File: src/rtl/loop_nest_ctrl_if.sv
// Beat/control bundle between the loop-nest sequencer (master) and its datapath/host (slave).
// Signal names follow the block's external pin names.
interface loop_nest_ctrl_if #(parameter int CNT_WIDTH = 8);
    logic                 startIn;
    logic                 abortIn;
    logic [CNT_WIDTH-1:0] rowsIn;
    logic [CNT_WIDTH-1:0] colsIn;
    logic [CNT_WIDTH-1:0] depthIn;
    logic                 readyIn;
    logic                 validOut;
    logic [CNT_WIDTH-1:0] rowOut;
    logic [CNT_WIDTH-1:0] colOut;
    logic [CNT_WIDTH-1:0] kOut;
    logic                 kFirstOut;
    logic                 kLastOut;
    logic                 busyOut;
    logic                 doneOut;

    modport master (
        input  startIn, abortIn, rowsIn, colsIn, depthIn, readyIn,
        output validOut, rowOut, colOut, kOut, kFirstOut, kLastOut, busyOut, doneOut
    );

    modport slave (
        output startIn, abortIn, rowsIn, colsIn, depthIn, readyIn,
        input  validOut, rowOut, colOut, kOut, kFirstOut, kLastOut, busyOut, doneOut
    );
endinterface

File: src/rtl/loop_nest_ctrl.sv
// 3-deep loop-nest sequencer (r outer, c, k inner) issuing one index beat per accepted cycle,
// with first/last-k flags for accumulator clear and write-back.

// Index counter: clear wins over advance; advancing at the end value wraps to 0.
module loop_idx_cnt #(
    parameter int W = 8
) (
    input  logic         clk_i,
    input  logic         rst_i,
    input  logic         clr_i,
    input  logic         adv_i,
    input  logic [W-1:0] last_i,
    output logic [W-1:0] cnt_o,
    output logic         at_end_o
);
    localparam logic [W-1:0] ONE = W'(1);

    logic [W-1:0] cnt_q, cnt_d;

    assign at_end_o = (cnt_q == last_i);
    assign cnt_o    = cnt_q;

    always_comb begin
        cnt_d = cnt_q;
        if (clr_i)
            cnt_d = '0;
        else if (adv_i)
            cnt_d = at_end_o ? '0 : cnt_q + ONE;
    end

    always_ff @(posedge clk_i) begin
        if (rst_i) cnt_q <= '0;
        else       cnt_q <= cnt_d;
    end
endmodule

module loop_nest_ctrl #(
    parameter int CNT_WIDTH = 8
) (
    input  logic                 clkIn,
    input  logic                 rstIn,
    loop_nest_ctrl_if.master     bus
);
    localparam int NLVL = 3;  // 0 = k, 1 = c, 2 = r
    localparam logic [CNT_WIDTH-1:0] ONE = CNT_WIDTH'(1);

    typedef enum logic [1:0] {
        S_IDLE = 2'd0,
        S_LOAD = 2'd1,
        S_RUN  = 2'd2,
        S_DONE = 2'd3
    } state_t;

    state_t state_q, state_d;

    logic [NLVL-1:0][CNT_WIDTH-1:0] bound_q, bound_d;
    logic [NLVL-1:0][CNT_WIDTH-1:0] last_q, last_d;
    logic [NLVL-1:0][CNT_WIDTH-1:0] idx;
    logic [NLVL-1:0]                at_end;
    logic [NLVL-1:0]                adv;

    logic start_acc, xfer, final_beat, any_zero;

    assign start_acc  = (state_q == S_IDLE) && bus.startIn && !bus.abortIn;
    assign xfer       = (state_q == S_RUN) && bus.readyIn && !bus.abortIn;
    assign final_beat = &at_end;
    assign any_zero   = (bound_q[0] == '0) || (bound_q[1] == '0) || (bound_q[2] == '0);

    // Odometer carry chain; the final beat freezes all indices at their end values.
    assign adv[0] = xfer && !final_beat;
    assign adv[1] = xfer && !final_beat && at_end[0];
    assign adv[2] = xfer && !final_beat && at_end[0] && at_end[1];

    for (genvar g = 0; g < NLVL; g++) begin : g_lvl
        loop_idx_cnt #(.W(CNT_WIDTH)) u_cnt (
            .clk_i    (clkIn),
            .rst_i    (rstIn),
            .clr_i    (start_acc),
            .adv_i    (adv[g]),
            .last_i   (last_q[g]),
            .cnt_o    (idx[g]),
            .at_end_o (at_end[g])
        );
    end

    always_comb begin
        state_d = state_q;
        bound_d = bound_q;
        last_d  = last_q;
        case (state_q)
            S_IDLE: if (start_acc) begin
                state_d = S_LOAD;
                bound_d = {bus.rowsIn, bus.colsIn, bus.depthIn};
            end
            S_LOAD: begin
                state_d = any_zero ? S_DONE : S_RUN;
                // Underflow on a zero bound is harmless: that nest never reaches RUN.
                for (int i = 0; i < NLVL; i++)
                    last_d[i] = bound_q[i] - ONE;
            end
            S_RUN:  if (xfer && final_beat) state_d = S_DONE;
            S_DONE: state_d = S_IDLE;
            default: state_d = S_IDLE;
        endcase
        if (bus.abortIn && state_q != S_IDLE)
            state_d = S_IDLE;
    end

    always_ff @(posedge clkIn) begin
        if (rstIn) begin
            state_q <= S_IDLE;
            bound_q <= '0;
            last_q  <= '0;
        end else begin
            state_q <= state_d;
            bound_q <= bound_d;
            last_q  <= last_d;
        end
    end

    always_comb begin
        bus.validOut  = (state_q == S_RUN);
        bus.busyOut   = (state_q != S_IDLE);
        bus.doneOut   = (state_q == S_DONE);
        bus.rowOut    = idx[2];
        bus.colOut    = idx[1];
        bus.kOut      = idx[0];
        bus.kFirstOut = bus.validOut && (idx[0] == '0);
        bus.kLastOut  = bus.validOut && at_end[0];
    end
endmodule

File: src/flat_wrapper.sv
// flat-port wrapper written by rule: the top's interface ports become plain ports
module loop_nest_ctrl_flat 
#(
    parameter int CNT_WIDTH = 8
)
  (clkIn, rstIn, bus_startIn, bus_abortIn, bus_rowsIn, bus_colsIn, bus_depthIn, bus_readyIn, bus_validOut, bus_rowOut, bus_colOut, bus_kOut, bus_kFirstOut, bus_kLastOut, bus_busyOut, bus_doneOut);
  loop_nest_ctrl_if #(.CNT_WIDTH(CNT_WIDTH)) bus_i ();
  input  logic clkIn;
  input  logic rstIn;
  input wire logic [$bits(bus_i.startIn)-1:0] bus_startIn;
  input wire logic [$bits(bus_i.abortIn)-1:0] bus_abortIn;
  input wire logic [$bits(bus_i.rowsIn)-1:0] bus_rowsIn;
  input wire logic [$bits(bus_i.colsIn)-1:0] bus_colsIn;
  input wire logic [$bits(bus_i.depthIn)-1:0] bus_depthIn;
  input wire logic [$bits(bus_i.readyIn)-1:0] bus_readyIn;
  output wire logic [$bits(bus_i.validOut)-1:0] bus_validOut;
  output wire logic [$bits(bus_i.rowOut)-1:0] bus_rowOut;
  output wire logic [$bits(bus_i.colOut)-1:0] bus_colOut;
  output wire logic [$bits(bus_i.kOut)-1:0] bus_kOut;
  output wire logic [$bits(bus_i.kFirstOut)-1:0] bus_kFirstOut;
  output wire logic [$bits(bus_i.kLastOut)-1:0] bus_kLastOut;
  output wire logic [$bits(bus_i.busyOut)-1:0] bus_busyOut;
  output wire logic [$bits(bus_i.doneOut)-1:0] bus_doneOut;
  assign bus_i.startIn = bus_startIn;
  assign bus_i.abortIn = bus_abortIn;
  assign bus_i.rowsIn = bus_rowsIn;
  assign bus_i.colsIn = bus_colsIn;
  assign bus_i.depthIn = bus_depthIn;
  assign bus_i.readyIn = bus_readyIn;
  assign bus_validOut = bus_i.validOut;
  assign bus_rowOut = bus_i.rowOut;
  assign bus_colOut = bus_i.colOut;
  assign bus_kOut = bus_i.kOut;
  assign bus_kFirstOut = bus_i.kFirstOut;
  assign bus_kLastOut = bus_i.kLastOut;
  assign bus_busyOut = bus_i.busyOut;
  assign bus_doneOut = bus_i.doneOut;
  loop_nest_ctrl #(.CNT_WIDTH(CNT_WIDTH)) u_core (.clkIn(clkIn), .rstIn(rstIn), .bus(bus_i));
endmodule
File: config.mk
export PLATFORM = sky130hd
export DESIGN_NAME = loop_nest_ctrl_flat
export DESIGN_NICKNAME = d
export VERILOG_FILES = /design/src/rtl/loop_nest_ctrl_if.sv /design/src/rtl/loop_nest_ctrl.sv /design/src/flat_wrapper.sv
export SDC_FILE = /design/constraint.sdc
export NUM_CORES = 1
export LEC_CHECK = 0
export BUFFER_PORTS_ARGS = -buffer_cell sky130_fd_sc_hd__clkbuf_2
export CORE_ASPECT_RATIO = 1.1
export CORE_MARGIN = 5
export CORE_UTILIZATION = 61
export DETAILED_ROUTE_END_ITERATION = 7
export MAX_ROUTING_LAYER = met4
export PLACE_DENSITY = 0.85
export SYNTH_ARGS = -nofsm -noshare
export SYNTH_HDL_FRONTEND = slang
export SYNTH_SLANG_ARGS = --single-unit
File: constraint.sdc
create_clock -name clkIn -period 2.86 [get_ports clkIn]
set_input_delay 0.286 -clock clkIn [delete_from_list [all_inputs] [get_ports clkIn]]
set_output_delay 0.286 -clock clkIn [all_outputs]
set_load 0.01 [all_outputs]
After elaboration in Yosys (flattened, before gate mapping)

Index checks and enable logic that the tools add are counted.

Add/sub/neg operators: 6
Equal/unequal tests: 8
Muxes and demuxes: 7
Reductions and logical operators: 26

Operator list:

| cell                  | count |
|---|---|
| $logic_not A8 Y1      | 4 |
| $add A8 B1 Y8 const B | 3 |
| $eq A8 B8 Y1          | 3 |
| $mux W8               | 3 |
| $sub A8 B1 Y8 const B | 3 |
| $logic_and A1 B1 Y1   | 11 |
| $pmux W2 S4           | 1 |
| $eq A2 B2 Y1 const B  | 2 |
| $mux W2               | 2 |
| $reduce_and A2 Y1     | 2 |
| $reduce_or A2 Y1      | 2 |
| $reduce_and A3 Y1     | 1 |
| $eq A2 B1 Y1 const B  | 1 |
| $logic_not A1 Y1      | 2 |
| $logic_not A2 Y1      | 1 |
| $logic_or A1 B1 Y1    | 2 |
| $ne A2 B1 Y1 const B  | 1 |
| $ne A2 B2 Y1 const B  | 1 |
| $reduce_bool A2 Y1    | 1 |
| $mux W1               | 1 |

Register bits: 74
Input port bits: 29
Word-level logic and storage cells: 57

Logic depth before layout (Yosys ltp)

Depth after elaboration: 6
Mapped depth: 8
Depth with buffers taken out: 8

By module

Synthesis repeated with hierarchy kept, for this count alone.

Cell total of the unflattened synthesis: 418
Area total of the unflattened synthesis: 3621.0 um^2

By module, submodules not included:

| module         | times used | cells each | area an instance (um^2) | sequential area each (um^2) |
|---|---|---|---|---|
| loop_nest_ctrl | 1          | 271        | 2277.2                  | 1001.0 |
| loop_idx_cnt   | 3          | 49         | 447.9                   | 160.2 |

Worst setup path before layout

No wires, ideal clock.

Path kind: flip-flop to flip-flop
Start: reg u_core.state_q[0]
End: reg u_core.state_q[0]
Arrival time: 1.778 ns
Setup slack: 0.965 ns
Stages on the path, launching flop included: 9
Path buffers: 0
Period minus slack after synthesis: 1.895 ns
Path through: dfxtp_1 -> inv_1 -> ha_1 -> inv_1 -> nor3b_2 -> o21ai_0 -> o32ai_2 -> nand2_1 -> a22o_1

Elaborated cells between the ends (all ways): 16

RTL lines:

| element                           | line                  | text |
|---|---|---|
| start, declared                   | loop_nest_ctrl.sv:54  | `state_t state_q, state_d;` |
| start signal, assigned            | loop_nest_ctrl.sv:115 | `state_q <= state_d;` |
| $reduce_bool A2 Y1                | --                    |  |
| named net bus_busyOut             | flat_wrapper.sv:22    | `output wire logic [$bits(bus_i.busyOut)-1:0] bus_busyOut;` |
| $logic_and A1 B1 Y1               | loop_nest_ctrl.sv:105 | `if (bus.abortIn && state_q != S_IDLE)` |
| $reduce_or A2 Y1 (no source line) | --                    |  |

The timed path passes the listed nets, and every way through them passes these cells.
A chain may end at the register's enable or synchronous reset.

Worst setup path in the final report

Start: reg u_core.state_q[0]
End: reg u_core.g_lvl[2].u_cnt.cnt_q[7]

Cells in the longest elaborated chain, start to end: 6
Elaborated cells between the ends (all ways): 10

RTL lines:

| element                          | line                 | text |
|---|---|---|
| $eq A2 B2 Y1                     | loop_nest_ctrl.sv:65 | `assign xfer = (state_q == S_RUN) && bus.readyIn && !bus.abortIn;` |
| $logic_and A1 B1 Y1 (2 in a row) | loop_nest_ctrl.sv:65 |  |
| $logic_and A1 B1 Y1 (3 in a row) | loop_nest_ctrl.sv:72 | `assign adv[2] = xfer && !final_beat && at_end[0] && at_end[1];` |
| end signal, assigned             | loop_nest_ctrl.sv:33 | `else cnt_q <= cnt_d;` |
| end, declared                    | loop_nest_ctrl.sv:18 | `logic [W-1:0] cnt_q, cnt_d;` |

Several ways; a longest one is shown, not always the timed one.

==> reports/metrics.cfg <==
[status]
outcome = finished, final reports clean

[cts]
post-cts-setup-buffer-count = 0
ctsResizeCount = 0
cts_tree = yes
clk_latency_ns = 0.35
numCtsBuffers = 9
htree_levels = 3
holdBufCountCts = 0
cts_buffer_depth = 2
cts_root_buf = clkbuf_8
clk_pin_slew_ns = 0.08
clkSinkCount = 74

[layout]
multiInputGateArea_um2 = 2110
n_antenna_cell = 0
final_cells = 577
finish.utilization_pct = 72.9
drive_above_1_share_pct = 18.2
layout.area.seq_um2 = 1480
syn_to_final_growth_pct = 14.5
final_net_count = 537
fillers = 476

[place]
hpwl_mm = 5.72
gp_congestion = 0.851
place.port_buffers = 57
dp.cells = 562

[route]
drc = 0
ant_nets = 0
dr.pass1.iters = 4
avgViaCountPerCell = 5.56
wl_met3_um = 402
top_layer_used = met4
wl_per_cell_um = 14.0
wl_mm = 8.06
dr.first_iter.drc_count = 183
vias = 3209
wl_met2_mm = 3.80
drt-met1-wl_mm = 3.69

[pwr]
total_power_mw = 3.48
power_per_cell_area_nw_per_um2 = 818
ir_drop_mv = 0.441
leakage_nw = 1.71

[global_routing]
grt_pass1_wl_mm = 14.2
antenna_found_initial = 0
grt_max_degree = 51
grt_usage_pct = 22.9
grt_pass1_vias = 3070
grt-ovfl-total = 0

[die]
ios = 58
dieArea_um2 = 7760
rows = 29
start_util_pct = 63.7
core_area_um2 = 5840
die_h_um = 91.9
die_w_um = 84.5

[worst_setup_path]
crit_start = u_core.state_q[0]
path_max_fanout = 15
rr_startpoint = u_core.state_q[0]
cp.arrival_ns = 2.61
r2r_end = u_core.g_lvl[2].u_cnt.cnt_o[7]
cp.required_ns = 3.16
reg2reg_setup_slack_ns = 0.54
critPathKind = register to register
endpoint = u_core.g_lvl[2].u_cnt.cnt_o[7]
critPathLaunchType = register
crit_path_end_kind = register
r2r_cells = 7

[yosys]
synth_ff_type = dfxtp_1
synth_area_leaders = dfxtp_1 (40%), nand2_1 (7.4%), xnor2_1 (5.7%)
yosysTopAreaCellShare_pct = 39.8
yosysTopAreaCell = dfxtp_1
yosysSeqAreaShare_pct = 39.8
ys_warn_count = 0
synth_common_cells = dfxtp_1 (74), nand2_1 (73), nor2_1 (46)
yosys.cell_types.count = 50
postSynthCellCount = 442
synth-seq-cells = 74
syn_area_per_cell_um2 = 8.42
synth-edff-count = 0
async_reset_ff_share_pct = 0
synth_most_common_cell = dfxtp_1
synth_area_um2 = 3720
synth_nets = 483

[hold_path]
hp-start = bus_rowsIn[1]
holdCritPathClass = primary input to register

[timing]
max_slew_margin_pct = 61.8
fmax_mhz = 431
rsz0062_at_grt = false
worst_pin_slew_ns = 0.572
period_minus_slack_ns = 2.32
tns_ns = 0
finalHoldViolCount = 0
drv_slew = 0
setup_viol = 0
period_share_pct = 81.0
finalClockSkew_ns = 0.0114

[job]
maxCapViolCount = 0

==> power breakdown <==
part / leakage, nW / switching [mW] / total, mW / internal [mW]
Sequential: 0.603 / 0.163 / 1.38 / 1.21
Combinational: 1.01 / 0.774 / 1.31 / 0.532
Clock: 0.0941 / 0.382 / 0.801 / 0.419
Total: 1.71 / 1.32 / 3.48 / 2.16
==> flip-flops by register name, summed over array words and instances (netlist names) <==
signal / count
u_core.state_q: 2
u_core.last_q: 24
u_core.bound_q: 24
u_core.g_lvl.u_cnt.cnt_o: 24
==> layout by cell type, fill, tap and decap left out, drive strengths merged, types with 7 or more instances in the layout <==
cell,netlist,final
nand4,8,8
a21oi,35,35
o21ai,12,12
a211oi,18,18
xor2,19,19
nand2,73,73
inv,14,14
nand2b,7,7
xnor2,24,24
nand3,7,7
dfxtp,74,74
ha,12,12
clkbuf,12,67
or3,7,7
nor3,7,7
nor2,46,46
==> worst max-delay path, stage by stage, from the launching register on <==
cell,delay (ns)
dfxtp_1,0.35
inv_1,0.14
ha_1,0.29
nand3b_1,0.17
nor3_4,0.48
nand3_1,0.29
or4_1,0.47
nand2_1,0.08
==> worst min-delay path by stage <==
stage                         end  cells after the start
6_report       u_core.bound_q[17]                      3
5_1_grt        u_core.bound_q[16]                      3
4_1_cts        u_core.bound_q[17]                      3
3_5_place_dp    u_core.bound_q[8]                      2
3_3_place_gp    u_core.bound_q[0]                      2
2_1_floorplan  u_core.bound_q[12]                      2
==> per-stage QoR <==
stage               hold slack [ns]  worst slack [ns]  area [µm²]
finish                        0.155             0.542        4260
global route                  0.150             0.336        4260
CTS                           0.145             0.577        4260
detailed placement            0.464             0.640        4070
global placement              0.458             0.715        4070
floorplan                     0.422             0.965        3720
==> cell type report <==
type / instances / area share (%)
multi-input cells: 335 / 49.6
well taps: 77 / 2.26
clock inverters: 5 / 1.29
inverters: 14 / 1.23
flip-flops and latches: 74 / 34.8
repair buffers: 62 / 7.58
clock buffers: 10 / 3.23
==> cell families (layout without fill, tap and decap cells) <==
family          Yosys count  after routing  share of synthesized area (%)
compound gates           86             86                           15.3
xor+xnor                 43             43                           10.1
fa+ha+maj                12             12                           4.04
buf+inv                  33             91                           3.40
flops                    74             74                           39.8
mux                       5              5                           1.35
simple gates            189            189                           26.0
==> routing by layer <==
| metal | track usage (%) | vias up |
|---|---|---|
| li1 | - | 1648 |
| met1 | 28.7 | 1448 |
| met2 | 36.0 | 94 |
| met3 | 5.29 | 19 |
| met4 | 8.58 | 0 |
| met5 | - | - |
(Power assumes the default switching activity.)
